## src/rtl/rsa_modexp_engine.sv

```systemverilog
// rtl/rsa_modexp_engine.sv - modular exponentiation engine, right-to-left binary method
// Interleaved shift-add modular multiplier, data-independent latency W + 2*W^2 + 1 cycles.
module rsa_modexp_engine #(
    parameter int WORD_WIDTH = 32
) (
    input  logic                  clk,
    input  logic                  rst,
    input  logic                  in_valid,
    output logic                  in_ready,
    input  logic [WORD_WIDTH-1:0] base_i,
    input  logic [WORD_WIDTH-1:0] exp_i,
    input  logic [WORD_WIDTH-1:0] mod_i,
    output logic                  out_valid,
    input  logic                  out_ready,
    output logic [WORD_WIDTH-1:0] result_o,
    output logic                  error_o,
    output logic                  busy_o
);

    localparam int W  = WORD_WIDTH;
    localparam int CW = $clog2(W + 1);
    localparam int IW = $clog2(W);

    typedef enum logic [2:0] {
        IDLE,
        REDUCE,
        MUL,
        SQR,
        DONE
    } state_t;

    state_t state, state_nxt;

    logic [W-1:0]  base_q;
    logic [W-1:0]  exp_q;
    logic [W-1:0]  mod_q;
    logic [W-1:0]  r_q;
    logic [W-1:0]  b_q;
    logic [W-1:0]  a_q;
    logic [W-1:0]  m_q;
    logic [W+1:0]  acc_q;
    logic [CW-1:0] cnt_q;
    logic [IW-1:0] bit_q;
    logic [W-1:0]  result_q;
    logic          error_q;

    logic          accept;
    logic          mul_last;
    logic          last_bit;
    logic [W-1:0]  one_mod_n;
    logic [W+1:0]  mod_ext;
    logic [W+1:0]  dbl;
    logic [W+1:0]  dbl_red;
    logic [W+1:0]  sum;
    logic [W+1:0]  sum_red;
    logic [W-1:0]  step_res;

    assign in_ready  = (state == IDLE);
    assign out_valid = (state == DONE);
    assign busy_o    = (state != IDLE);
    assign result_o  = result_q;
    assign error_o   = error_q;

    assign accept    = in_valid && in_ready;
    assign one_mod_n = (mod_q == W'(1)) ? '0 : W'(1);
    assign last_bit  = (bit_q == IW'(W - 1));
    // REDUCE spends its first cycle on setup, so its final step sits one count later
    assign mul_last  = (state == REDUCE) ? (cnt_q == CW'(W)) : (cnt_q == CW'(W - 1));

    // One multiplier step: acc = 2*acc mod N, then add a mod N when the multiplier MSB is set
    always_comb begin
        mod_ext  = {2'b00, mod_q};
        dbl      = acc_q << 1;
        dbl_red  = (dbl >= mod_ext) ? (dbl - mod_ext) : dbl;
        sum      = dbl_red + (m_q[W-1] ? {2'b00, a_q} : '0);
        sum_red  = (sum >= mod_ext) ? (sum - mod_ext) : sum;
        step_res = sum_red[W-1:0];
    end

    always_ff @(posedge clk or posedge rst) begin
        if (rst) begin
            state <= IDLE;
        end else begin
            state <= state_nxt;
        end
    end

    always_comb begin
        state_nxt = state;
        case (state)
            IDLE:    if (accept) state_nxt = (mod_i == '0) ? DONE : REDUCE;
            REDUCE:  if (mul_last) state_nxt = MUL;
            MUL:     if (mul_last) state_nxt = SQR;
            SQR:     if (mul_last) state_nxt = last_bit ? DONE : MUL;
            DONE:    if (out_ready) state_nxt = IDLE;
            default: state_nxt = IDLE;
        endcase
    end

    always_ff @(posedge clk or posedge rst) begin
        if (rst) begin
            base_q   <= '0;
            exp_q    <= '0;
            mod_q    <= '0;
            r_q      <= '0;
            b_q      <= '0;
            a_q      <= '0;
            m_q      <= '0;
            acc_q    <= '0;
            cnt_q    <= '0;
            bit_q    <= '0;
            result_q <= '0;
            error_q  <= 1'b0;
        end else begin
            case (state)
                IDLE: begin
                    if (accept) begin
                        base_q   <= base_i;
                        exp_q    <= exp_i;
                        mod_q    <= mod_i;
                        acc_q    <= '0;
                        cnt_q    <= '0;
                        bit_q    <= '0;
                        result_q <= '0;
                        error_q  <= (mod_i == '0);
                    end
                end
                REDUCE: begin
                    if (cnt_q == '0) begin
                        // base may exceed N, so it drives the multiplier bits against a = 1 mod N
                        r_q   <= one_mod_n;
                        a_q   <= one_mod_n;
                        m_q   <= base_q;
                        acc_q <= '0;
                        cnt_q <= CW'(1);
                    end else if (mul_last) begin
                        b_q   <= step_res;
                        a_q   <= step_res;
                        m_q   <= r_q;
                        acc_q <= '0;
                        cnt_q <= '0;
                    end else begin
                        acc_q <= sum_red;
                        m_q   <= m_q << 1;
                        cnt_q <= cnt_q + CW'(1);
                    end
                end
                MUL: begin
                    if (mul_last) begin
                        if (exp_q[0]) r_q <= step_res;
                        exp_q <= exp_q >> 1;
                        a_q   <= b_q;
                        m_q   <= b_q;
                        acc_q <= '0;
                        cnt_q <= '0;
                    end else begin
                        acc_q <= sum_red;
                        m_q   <= m_q << 1;
                        cnt_q <= cnt_q + CW'(1);
                    end
                end
                SQR: begin
                    if (mul_last) begin
                        b_q   <= step_res;
                        acc_q <= '0;
                        cnt_q <= '0;
                        if (last_bit) begin
                            result_q <= r_q;
                        end else begin
                            bit_q <= bit_q + IW'(1);
                            a_q   <= step_res;
                            m_q   <= r_q;
                        end
                    end else begin
                        acc_q <= sum_red;
                        m_q   <= m_q << 1;
                        cnt_q <= cnt_q + CW'(1);
                    end
                end
                default: begin
                end
            endcase
        end
    end

endmodule

```

## config.mk

```make
export PLATFORM = sky130hd
export DESIGN_NAME = rsa_modexp_engine
export DESIGN_NICKNAME = d
export VERILOG_FILES = /design/src/rtl/rsa_modexp_engine.sv
export SDC_FILE = /design/constraint.sdc
export NUM_CORES = 1
export LEC_CHECK = 0
export ABC_AREA = 0
export CORE_MARGIN = 2
export CORE_UTILIZATION = 50
export DETAILED_ROUTE_END_ITERATION = 8
export HOLD_SLACK_MARGIN = 0.12
export PLACE_DENSITY = 0.67
export SKIP_CTS_REPAIR_TIMING = 1
export SYNTH_ARGS = -nofsm -noshare
export SYNTH_HDL_FRONTEND = slang
export SYNTH_SLANG_ARGS = --single-unit
```

## constraint.sdc

```tcl
create_clock -name clk -period 18 [get_ports clk]
set_input_delay 3.6 -clock clk [delete_from_list [all_inputs] [get_ports clk]]
set_output_delay 3.6 -clock clk [all_outputs]
set_load 0.005 [all_outputs]
```

==> impl_metrics.ini <==
[synth]
ys_seq_elements = 304
syn_avg_cell_area_um2 = 8.50
synth_edf_count = 0
synth_nets = 2485
synth_flop_cell = dfrtp_1
seq_area_frac_synth = 0.392
async_reset_ff_frac = 1.00
synthCells = 2282
ys_types = 76
ys_warn_count = 0
netlist_area_um2 = 19400

[setup_path]
cp_top_family = compound AO/OA/AOI/OAI gates
critPathMaxStageDelay_ns = 0.61
required_ns = 18.42
worst-path-buf-inv = 3
reg2reg_to = b_q[18]$_DFFE_PP0P_
r2r_start = mod_q[1]$_DFFE_PP0P_
start_kind = flop
slowest_stage = mux2i_1
worst-path-max-fanout = 54
crit_arrival_ns = 9.00
cp-end-kind = flop
r2r_setup_slack_ns = 9.41
ff2ff_path_depth = 30
path_class = flop to flop

[global_route]
grt_max_degree = 140
busiest_layer = met1
grtUsageMet2 = 0.393
use_met3 = 0.0429
grt_pass1_vias = 16193
track_usage = 0.274
use_met1 = 0.431
antenna_found_initial = 0
grt_first_pass_wirelength_mm = 89.6
gr-total-overflow = 0

[clocking]
cts_buffers = 35
cts.clk_slew.worst_paths_ns = 0.06
cts_tree = yes
clock_sinks = 304
htreeDepth = 2
cts_buffer_depth = 3
cts_root_buf = clkbuf_16
clkLatencyLatePin_ns = 0.56

[run_status]
outcome = finished clean

[min_path]
holdPathStages = 2
hold_class = flop to flop
whs_endpoint = result_o[28]$_DFFE_PP0P_
min-delay-start = result_o[28]$_DFFE_PP0P_

[placement]
hpwl_mm = 39.6
place.gp.congestion = 0.940
dp.cells = 2833
io_buffer_count = 135

[floorplanning]
core_um2 = 38500
start_util = 0.504
row_count = 72
die_height_um = 201
fp.dieW_um = 201
die_area_um2 = 40400
ios = 136

[route]
drt_wl_total_mm = 55.0
vias = 16950
dr.pass1.iters = 5
drc = 0
drt_iter0_drc = 1230
vias_per_cell = 5.86
ant_nets = 0
post_drt_wl_per_cell_um = 19.0

[cells_and_area]
nets = 2555
mostFrequentLayoutCells = nand2_1, dfrtp_1, o21ai_0
drive_gt1_frac = 0.0703
fin_cells = 2894
syn_to_final_growth_pct = 15.1
layout_commonest_cell = nand2_1
fill_cells = 3562
diodes = 0

[sta]
fin_skew_ns = 0.0209
hold_viol_final = 0
slew_headroom = 0.184
rsz0062_at_grt = no
report.final.setup_viol = 0
tns_ns = 0
period_share = 0.477
period_minus_slack_ns = 8.59
worst_pin_slew_ns = 1.22
slew_viol_final = 0
fmax_mhz = 116

[flow_run]
cap_violations = 0
==> area by class of cell <==
class                   instances  area, um2  share of cell area
well taps                     518        648              0.0290
multi-input cells            1779      11100               0.497
clock inverters                12        179             0.00801
repair buffers                155       1500              0.0673
clock buffers                  49        988              0.0443
flip-flops and latches        304       7610               0.341
inverters                      77        297              0.0133
==> how the worst max path moves through the flow <==
stage	start	to	slack, ns	cells past startpoint
2_1_floorplan	rst	a_q[0]$_DFFE_PP0P_	6.00	1
3_3_place_gp	mod_q[0]$_DFFE_PP0P_	a_q[8]$_DFFE_PP0P_	9.72	34
3_5_place_dp	mod_q[1]$_DFFE_PP0P_	b_q[18]$_DFFE_PP0P_	9.54	34
4_1_cts	mod_q[1]$_DFFE_PP0P_	b_q[18]$_DFFE_PP0P_	9.51	34
5_1_grt	mod_q[1]$_DFFE_PP0P_	b_q[18]$_DFFE_PP0P_	8.86	31
6_report	mod_q[1]$_DFFE_PP0P_	b_q[18]$_DFFE_PP0P_	9.41	30
==> synth_stat cells (7+ instances only) <==
library cell | instances | area, um2
a31oi_1 | 38 | 238
nand4_1 | 20 | 125
mux2i_1 | 79 | 791
ha_1 | 100 | 1250
nand2b_1 | 20 | 125
and3_1 | 10 | 62.6
mux2i_2 | 12 | 165
nand2_1 | 392 | 1470
mux2_2 | 47 | 529
o22ai_1 | 31 | 194
and2_1 | 42 | 263
a21oi_1 | 178 | 891
o21a_1 | 19 | 143
nor4_1 | 18 | 113
xor2_1 | 28 | 245
nor3_1 | 13 | 65.1
xnor2_1 | 59 | 517
o211ai_1 | 7 | 52.6
dfrtp_1 | 304 | 7610
o21ai_1 | 75 | 375
o21bai_1 | 8 | 60.1
clkbuf_1 | 108 | 405
nand3_1 | 77 | 385
inv_1 | 77 | 289
a211oi_1 | 9 | 67.6
and4_1 | 7 | 61.3
o31ai_1 | 9 | 67.6
nor2_1 | 141 | 529
o21ai_0 | 219 | 1100
a21o_1 | 45 | 338
==> through the flow <==
stage	hold WS, ns	instance area [um2]	util	setup WS [ns]
final	0.466	22300	0.580	9.41
after global routing	0.500	22300	0.580	8.86
after CTS	0.468	22300	0.580	9.51
after detailed placement	0.457	21200	0.550	9.54
after global placement	0.455	21200	0.550	9.72
after floorplan	0.455	19400	-	6.00
==> metal layers <==
metal  wire length (um)  share of wire  vias up
met4               1110          0.020        0
li1                   -              -     8193
met2              22900           0.42      479
met5                  0              0        -
met1              27600           0.50     8221
met3               3420          0.062       57
==> logic make-up (layout without fill, tap and decap cells) <==
| logic type | Yosys count | in the layout | share of synthesized area |
|---|---|---|---|
| simple gates | 766 | 766 | 0.176 |
| compound gates | 684 | 684 | 0.207 |
| fa+ha+maj | 103 | 103 | 0.0676 |
| mux | 139 | 139 | 0.0777 |
| xor+xnor | 87 | 87 | 0.0393 |
| buf+inv | 199 | 293 | 0.0406 |
| flops | 304 | 304 | 0.392 |
==> registers in the layout (all words and copies together) (netlist names) <==
name,flops
result_o,32
state,3
mod_q,32
base_q,32
bit_q,5
acc_q,33
r_q,32
m_q,32
error_o,1
exp_q,32
cnt_q,6
a_q,32
b_q,32
==> worst min-delay path: stages, from the launching register on <==
cell	delay (ns)
dfrtp_1	0.34
nand2_1	0.05
nand2_1	0.05
Power is not shown: default switching activity piles up to over one toggle a cycle in this logic, so the estimate is an artifact.
